--- src/rtl/uart_iram_loader_pkg.sv ---
// Shared types and constants for the UART boot loader.
package loader_pkg;
  typedef enum logic [2:0] {IDLE, CNT_L, CNT_H, DATA, CSUM, DONE, ERR} ldr_state_t;
  localparam logic [7:0] LDR_MAGIC = 8'h5A;
endpackage

--- src/rtl/uart_iram_loader_if.sv ---
// IRAM write port driven by the boot loader.
interface uart_iram_loader_if #(parameter int ADDR_W = 13);
  logic              we;
  logic [ADDR_W-1:0] addr;
  logic [31:0]       wdata;
  modport master (output we, addr, wdata);
  modport slave  (input  we, addr, wdata);
endinterface

--- src/rtl/uart_iram_loader_rx.sv ---
// 8N1 UART byte receiver: 2-flop synchronizer, start-bit glitch reject, centre sampling.
module uart_rx_byte #(
  parameter int DIV = 434
) (
  input  logic       clk,
  input  logic       rst_n,
  input  logic       rx_i,
  output logic [7:0] rx_data_o,
  output logic       rx_valid_o,
  output logic       rx_ferr_o
);
  localparam int CW   = $clog2(DIV);
  localparam int HALF = DIV / 2;
  localparam logic [1:0] S_IDLE = 2'd0, S_START = 2'd1, S_DATA = 2'd2, S_STOP = 2'd3;

  logic [2:0]    sync_q;
  logic [1:0]    st_q, st_d;
  logic [CW-1:0] cnt_q, cnt_d;
  logic [2:0]    bit_q, bit_d;
  logic [7:0]    sh_q, sh_d;
  logic          valid_q, valid_d, ferr_q, ferr_d;
  logic          rx_s, rx_p;

  // sync_q[1] is the synchronized line, sync_q[2] its previous value for edge detect
  assign rx_s = sync_q[1];
  assign rx_p = sync_q[2];

  always_comb begin
    st_d    = st_q;
    cnt_d   = cnt_q;
    bit_d   = bit_q;
    sh_d    = sh_q;
    valid_d = 1'b0;
    ferr_d  = 1'b0;
    case (st_q)
      S_IDLE: if (rx_p && !rx_s) begin
        st_d  = S_START;
        cnt_d = '0;
      end
      S_START: if (cnt_q == CW'(HALF - 1)) begin
        cnt_d = '0;
        bit_d = '0;
        st_d  = rx_s ? S_IDLE : S_DATA;
      end else cnt_d = cnt_q + CW'(1);
      S_DATA: if (cnt_q == CW'(DIV - 1)) begin
        cnt_d = '0;
        sh_d  = {rx_s, sh_q[7:1]};
        bit_d = bit_q + 3'd1;
        if (bit_q == 3'd7) st_d = S_STOP;
      end else cnt_d = cnt_q + CW'(1);
      default: if (cnt_q == CW'(DIV - 1)) begin
        st_d    = S_IDLE;
        valid_d = rx_s;
        ferr_d  = !rx_s;
      end else cnt_d = cnt_q + CW'(1);
    endcase
  end

  always_ff @(posedge clk or negedge rst_n) begin
    if (!rst_n) begin
      sync_q  <= 3'b111;
      st_q    <= S_IDLE;
      cnt_q   <= '0;
      bit_q   <= '0;
      sh_q    <= '0;
      valid_q <= 1'b0;
      ferr_q  <= 1'b0;
    end else begin
      sync_q  <= {sync_q[1:0], rx_i};
      st_q    <= st_d;
      cnt_q   <= cnt_d;
      bit_q   <= bit_d;
      sh_q    <= sh_d;
      valid_q <= valid_d;
      ferr_q  <= ferr_d;
    end
  end

  assign rx_data_o  = sh_q;
  assign rx_valid_o = valid_q;
  assign rx_ferr_o  = ferr_q;
endmodule

--- src/rtl/uart_iram_loader.sv ---
// Boot loader: receives a framed image over UART, writes IRAM, releases core reset on good checksum.
module uart_iram_loader
  import loader_pkg::*;
#(
  parameter int DIV         = 434,
  parameter int ADDR_W      = 13,
  parameter int TIMEOUT_CYC = 2000000
) (
  input  logic                 clk,
  input  logic                 rst_n,
  input  logic                 boot_sel,
  input  logic                 uart_rx,
  uart_iram_loader_if.master   iram,
  output logic                 core_rst_n,
  output logic                 load_done,
  output logic                 load_err
);
  localparam int TW = $clog2(TIMEOUT_CYC + 1);

  logic [7:0] rx_data;
  logic       rx_valid, rx_ferr;

  uart_rx_byte #(.DIV(DIV)) u_rx (
    .clk        (clk),
    .rst_n      (rst_n),
    .rx_i       (uart_rx),
    .rx_data_o  (rx_data),
    .rx_valid_o (rx_valid),
    .rx_ferr_o  (rx_ferr)
  );

  ldr_state_t        st_q, st_d;
  logic              sampled_q;
  logic [7:0]        cnt_lo_q, cnt_lo_d;
  logic [15:0]       left_q, left_d;
  logic [1:0]        bidx_q, bidx_d;
  logic [31:0]       word_q, word_d, wdata_q, wdata_d;
  logic              we_q, we_d;
  logic [ADDR_W-1:0] addr_q, addr_d;
  logic [7:0]        sum_q, sum_d;
  logic [TW-1:0]     tmo_q, tmo_d;
  logic              core_q, core_d, done_q, done_d, err_q, err_d;
  logic [15:0]       n_w;
  logic              active;

  assign n_w    = {rx_data, cnt_lo_q};
  assign active = (st_q == CNT_L) || (st_q == CNT_H) || (st_q == DATA) || (st_q == CSUM);

  always_comb begin
    st_d     = st_q;
    cnt_lo_d = cnt_lo_q;
    left_d   = left_q;
    bidx_d   = bidx_q;
    word_d   = word_q;
    wdata_d  = wdata_q;
    we_d     = 1'b0;
    addr_d   = addr_q;
    sum_d    = sum_q;
    core_d   = core_q;
    done_d   = done_q;
    err_d    = err_q;
    tmo_d    = '0;
    if (!sampled_q) begin
      if (!boot_sel) st_d = DONE;
    end else begin
      case (st_q)
        IDLE: if (rx_valid && rx_data == LDR_MAGIC) begin
          st_d  = CNT_L;
          err_d = 1'b0;
          sum_d = '0;
        end
        CNT_L: if (rx_valid) begin
          cnt_lo_d = rx_data;
          st_d     = CNT_H;
        end
        CNT_H: if (rx_valid) begin
          if (n_w == 16'd0) st_d = CSUM;
          else if ({16'd0, n_w} > (32'd1 << ADDR_W)) st_d = ERR;
          else begin
            st_d   = DATA;
            addr_d = '0;
            bidx_d = '0;
            left_d = n_w;
          end
        end
        DATA: begin
          if (rx_valid) begin
            word_d = {rx_data, word_q[31:8]};
            sum_d  = sum_q + rx_data;
            bidx_d = bidx_q + 2'd1;
            if (bidx_q == 2'd3) begin
              we_d    = 1'b1;
              wdata_d = {rx_data, word_q[31:8]};
            end
          end
          // Address advances the cycle after each write; the final wrap is harmless once out of DATA
          if (we_q) begin
            addr_d = addr_q + ADDR_W'(1);
            left_d = left_q - 16'd1;
            if (left_q == 16'd1) st_d = CSUM;
          end
        end
        CSUM: if (rx_valid) st_d = (rx_data == sum_q) ? DONE : ERR;
        DONE: begin
          core_d = 1'b1;
          done_d = 1'b1;
        end
        default: begin
          err_d = 1'b1;
          st_d  = IDLE;
        end
      endcase
      if (active) begin
        if (rx_valid) tmo_d = '0;
        else if (tmo_q == TW'(TIMEOUT_CYC - 1)) st_d = ERR;
        else tmo_d = tmo_q + TW'(1);
      end
      if (rx_ferr && st_q != DONE) err_d = 1'b1;
    end
  end

  always_ff @(posedge clk or negedge rst_n) begin
    if (!rst_n) begin
      st_q      <= IDLE;
      sampled_q <= 1'b0;
      cnt_lo_q  <= '0;
      left_q    <= '0;
      bidx_q    <= '0;
      word_q    <= '0;
      wdata_q   <= '0;
      we_q      <= 1'b0;
      addr_q    <= '0;
      sum_q     <= '0;
      tmo_q     <= '0;
      core_q    <= 1'b0;
      done_q    <= 1'b0;
      err_q     <= 1'b0;
    end else begin
      st_q      <= st_d;
      sampled_q <= 1'b1;
      cnt_lo_q  <= cnt_lo_d;
      left_q    <= left_d;
      bidx_q    <= bidx_d;
      word_q    <= word_d;
      wdata_q   <= wdata_d;
      we_q      <= we_d;
      addr_q    <= addr_d;
      sum_q     <= sum_d;
      tmo_q     <= tmo_d;
      core_q    <= core_d;
      done_q    <= done_d;
      err_q     <= err_d;
    end
  end

  assign iram.we    = we_q;
  assign iram.addr  = addr_q;
  assign iram.wdata = wdata_q;
  assign core_rst_n = core_q;
  assign load_done  = done_q;
  assign load_err   = err_q;
endmodule

--- src/flat_wrapper.sv ---
// flat-port wrapper written by rule: the top's interface ports become plain ports
module uart_iram_loader_flat import loader_pkg::*;
#(
  parameter int DIV         = 434,
  parameter int ADDR_W      = 13,
  parameter int TIMEOUT_CYC = 2000000
)
  (clk, rst_n, boot_sel, uart_rx, core_rst_n, load_done, load_err, iram_we, iram_addr, iram_wdata);
  uart_iram_loader_if #(.ADDR_W(ADDR_W)) iram_i ();
  input  logic clk;
  input  logic rst_n;
  input  logic boot_sel;
  input  logic uart_rx;
  output logic core_rst_n;
  output logic load_done;
  output logic load_err;
  output wire logic [$bits(iram_i.we)-1:0] iram_we;
  output wire logic [$bits(iram_i.addr)-1:0] iram_addr;
  output wire logic [$bits(iram_i.wdata)-1:0] iram_wdata;
  assign iram_we = iram_i.we;
  assign iram_addr = iram_i.addr;
  assign iram_wdata = iram_i.wdata;
  uart_iram_loader #(.DIV(DIV), .ADDR_W(ADDR_W), .TIMEOUT_CYC(TIMEOUT_CYC)) u_core (.clk(clk), .rst_n(rst_n), .boot_sel(boot_sel), .uart_rx(uart_rx), .iram(iram_i), .core_rst_n(core_rst_n), .load_done(load_done), .load_err(load_err));
endmodule
--- config.mk ---
export PLATFORM = sky130hd
export DESIGN_NAME = uart_iram_loader_flat
export DESIGN_NICKNAME = d
export VERILOG_FILES = /design/src/rtl/uart_iram_loader_pkg.sv /design/src/rtl/uart_iram_loader_if.sv /design/src/rtl/uart_iram_loader_rx.sv /design/src/rtl/uart_iram_loader.sv /design/src/flat_wrapper.sv
export SDC_FILE = /design/constraint.sdc
export NUM_CORES = 1
export LEC_CHECK = 0
export CORE_MARGIN = 2
export CORE_UTILIZATION = 64
export DETAILED_ROUTE_END_ITERATION = 8
export PLACE_DENSITY = 0.85
export SETUP_SLACK_MARGIN = 0.5
export SYNTH_ARGS = -nofsm -noshare
export SYNTH_HDL_FRONTEND = slang
export SYNTH_HIERARCHICAL = 1
export SYNTH_SLANG_ARGS = --single-unit
--- constraint.sdc ---
create_clock -name clk -period 3.9 [get_ports clk]
set_clock_uncertainty 0.2 [all_clocks]
set_input_delay 0.78 -clock clk [delete_from_list [all_inputs] [get_ports clk]]
set_output_delay 0.78 -clock clk [all_outputs]
set_load 0.01 [all_outputs]
==> results.md <==
Synthesis:
- The number of synthesized register bits is 158.
- Synthesis produced a netlist with a net count of 803.
- The number of instances in the synthesized netlist is 781.
- After synthesis, the cell types taking the most area are dfrtp_1 48%, mux2_2 6.6%, nand2_1 5.4%.
- In this run, distinct cell masters in the synthesized netlist total 81.
- The dominant register cell in the synthesized netlist is dfrtp_1.
- The synthesized netlist occupies a cell area of 0.008005 mm^2.
- The total number of yosys warnings is 6.
- The top cell type by total area after synthesis is dfrtp_1.
- The sequential-to-total area share from yosys stat is 49.44%.
- The area share of the largest cell type after synthesis is 48.45%.
- The number of synthesized flops with an enable pin is 0.
- In this run the mean area of a mapped cell was 10.25 um^2.
- The share of async-settable or async-resettable flops after synthesis is 100.0%.

Detailed routing:
- The via count is 6362.
- The wire length after detailed routing is 18430 um.
- The via density per instance is 6.362.
- Once detail routing completed, the nets flagged for antenna violations numbered 0.
- In this run, the number of DRC markers left after iteration 0 of detailed routing was 722.
- Dividing the detail-routed wire length by the instance count gives 18.43 um.
- For this run, design rule violations remaining after detail routing come to 0.
- The detailed-router iteration count before antenna repair is 5.

Setup path:
- The highest cell delay on the worst timing path is 660 ps.
- The critical path in this run is classified as flop to flop.
- The slowest cell on the critical path is o21a_1.
- The peak fanout along the critical path is 17.
- The signal on the critical path passes through nand2b_1 -> o21a_1 -> nand2_1 -> nor2_1 -> a221o_1.
- Data on the critical path is required at its endpoint by 4070 ps.
- The critical path contains buffers and inverters numbering 0 combined.
- The arrival time of the worst setup path is 2900 ps.
- STA classifies the critical path startpoint as a flop.
- STA classifies the critical path endpoint as a flop.
- The cell family contributing the most delay on the critical path is simple AND/OR/NAND/NOR gates.

Placement:
- Once detailed placement completed, the half-perimeter wirelength came to 11740 um.
- The number of I/O port buffers is 52.
- Routability-driven placement finished with a final weighted congestion of 0.8866.
- The worst slack after detailed placement is 1290 ps.
- Once placement completed, the tool counted placed cells totaling 969.

STA:
- The slew at the pin closest to its max-slew limit is 893.6 ps.
- For the final routed database, the setup TNS stands at 0 ps.
- The clock period minus worst slack is 2735 ps.
- Headroom to the max-slew limit came out at 40.03%.
- The max-slew violation count is 0.
- The final count of hold timing violations was 0.
- Setup repair after global routing left no endpoint under its margin.
- Derived from the worst setup path, the maximum achievable clock frequency is 365.6 MHz.
- The setup-violating endpoint count in the final report is 0.
- The worst path uses 70.13% of the clock period.
- Across all setup checks in the final design, the least slack found is 1165 ps.

Global routing:
- The pin count of the biggest net entering global routing is 92.
- The number of antenna violations at the first check in global routing came to 0.
- The first global-routing pass estimated 30930 um of wire.
- The via count of the first global-routing pass was 6328.
- For this run the aggregate overflow at the end of global routing stands at 0.
- Global routing used 29.49% of the available tracks across all layers.

Floorplan:
- The number of placed I/O pins is 53.
- The floorplan has 40 rows.
- The overall die area is 0.01342 mm^2.
- The height of the chip is 115.8 um.
- The initial utilization of the core area, before any placement, comes to 66.10%.
- The core region is 0.01211 mm^2.
- The horizontal die dimension is 115.8 um.

Power and ir drop:
- The portion of total power attributed to sequential cells is 47.1%.
- The static leakage is 4.161 nW.
- The switching power of the nets is 1.110 mW.
- The power density over the cells is 443.1 mW/mm^2.
- Net switching is 27.30% of the power.
- The share of total power dissipated in the clock network is 39.5%.
- The internal power consumption is 2.956 mW.
- The combinational share of power is 13.4%.
- Across the VDD grid, the largest voltage drop is 0.5824 mV.

Clocking:
- The number of H-tree levels is 4.
- The buffers inserted during post-CTS setup optimization is 0.
- The clock tree from TritonCTS is built.
- The buffer depth of the longest clock path is 2.
- Post-CTS repair changed the size of 0 cells.
- The number of clock sinks is 158.
- In this run, CTS created clock tree buffers numbering 17.
- The insertion delay to the later sink of the worst-skew pair is 430 ps.
- The buffer type at the clock tree root is clkbuf_16.
- The clock edge transition at the registers on the reported setup and hold paths is 60 ps.
- The post-cts hold buffer count is 0.

Layout:
- After the last flow step, the layout net total stands at 842.
- The most common cell after layout, fill and taps aside is dfrtp_1.
- In the layout the commonest cells are 155 x dfrtp_1, 116 x nand2_1, 53 x nor2_1.
- The count of cells in the finished layout, fillers not included, comes to 1000.
- The fraction of layout cells with a size suffix above 1 is 14.06%.
- The growth of design area from synthesis to finish is 14.65%.
- The antenna diode instance count is 0.

Worst hold path:
- The path class of the tightest hold or removal check is flop to flop.

Status:
- The run finished with clean final reports.

Run:
- Max-cap violations in this run came to 0.
power by group through the flow:
stage               registers (mW)  clock network [mW]  logic (mW)
floorplan                     1.88                   0       0.409
global placement              1.93                   0       0.511
detailed placement            1.94                   0       0.532
CTS                           1.91                1.63       0.540
global route                  1.93                1.72       0.607
finish                        1.91                1.61       0.544
final timing paths:
| path | from | to | slack [ps] | cells past startpoint |
|---|---|---|---|---|
| setup / recovery | u_core/st_q[2] | u_core/left_q[5] | 1170 | 5 |
| hold reg to reg | u_core/u_rx/sync_q[0] | u_core/u_rx/sync_q[1] | 160 | 0 |
| min in group asynchronous | rst_n | u_core/word_q[11] | 230 | 1 |
| max in group asynchronous | rst_n | u_core/tmo_q[19] | 2460 | 2 |
| setup reg to reg | u_core/st_q[2] | u_core/left_q[5] | 1170 | 5 |
| hold / removal | u_core/u_rx/sync_q[0] | u_core/u_rx/sync_q[1] | 160 | 0 |
flip-flops by register name, summed over array words and instances, names as in the netlist:
name	count
u_core/bidx_q	2
u_core/left_q	16
u_core/iram.wdata	32
u_core/u_rx/st_q	2
u_core/iram.we	1
u_core/load_done	1
u_core/u_rx/rx_valid_o	1
u_core/cnt_lo_q	8
u_core/u_rx/rx_ferr_o	1
u_core/u_rx/sync_q	3
u_core/tmo_q	21
u_core/st_q	3
u_core/u_rx/rx_data_o	8
u_core/iram.addr	13
u_core/word_q	24
u_core/u_rx/bit_q	3
u_core/sampled_q	1
u_core/u_rx/cnt_q	9
u_core/load_err	1
u_core/sum_q	8
synthesized netlist by cell type (5+ instances only):
master    number
a211oi_1       6
a21oi_1       19
a221o_1        5
a22o_1         8
a31oi_1       10
and3_1         8
and4_1         7
buf_2         15
clkbuf_1      18
dfrtp_1      155
ha_1          17
inv_1         24
mux2_2        47
mux2i_1       10
nand2_1      116
nand3_1       28
nand4_1       18
nor2_1        53
nor2b_1        7
nor3_1        21
nor4_1         9
o211ai_1       9
o21a_1         5
o21ai_0       30
o31ai_1        6
or2_2          5
or3_1          5
xnor2_1       19
xor2_1         8
final cells by class:
type	instances	area, um^2
Fill cell	790	2934
Tap cell	168	210.2
Clock inverter	9	110.1
Inverter	24	90.09
Sequential cell	158	3958
Multi-Input combinational cell	556	3729
Timing Repair Buffer	63	616.8
Clock buffer	22	464.2
stage by stage:
step                      hold WS (ps)  utilization (%)  cell area (um^2)  total power [mW]
final                            158.5            75.77              9178             4.066
after global routing             165.8            75.77              9178             4.254
after CTS                        161.4            75.77              9178             4.084
after detailed placement         147.2            71.03              8603             2.468
after global placement           145.4            71.03              8603             2.438
after floorplan                  145.2                -              8005             2.288
per-layer routing:
layer | GRT usage, % | share of wire, % | vias to the layer above
met4 | 12.86 | 2.5 | 0
met3 | 6.851 | 6.9 | 38
met1 | 38.27 | 41 | 3142
li1 | - | - | 2885
met5 | 0 | 0 | -
met2 | 47.88 | 50 | 297
cell families (layout without fill, tap and decap cells):
family	count (synthesis)	in the layout	share of synthesized area (%)
flops	158	158	49.44
mux	62	62	8.784
buf+inv	67	118	3.985
xor+xnor	27	27	2.954
simple gates	306	306	19.29
other cells	1	1	0.04684
compound gates	142	142	12.60
fa+ha+maj	18	18	2.907
No activity file was read; power rests on OpenSTA's default activity.
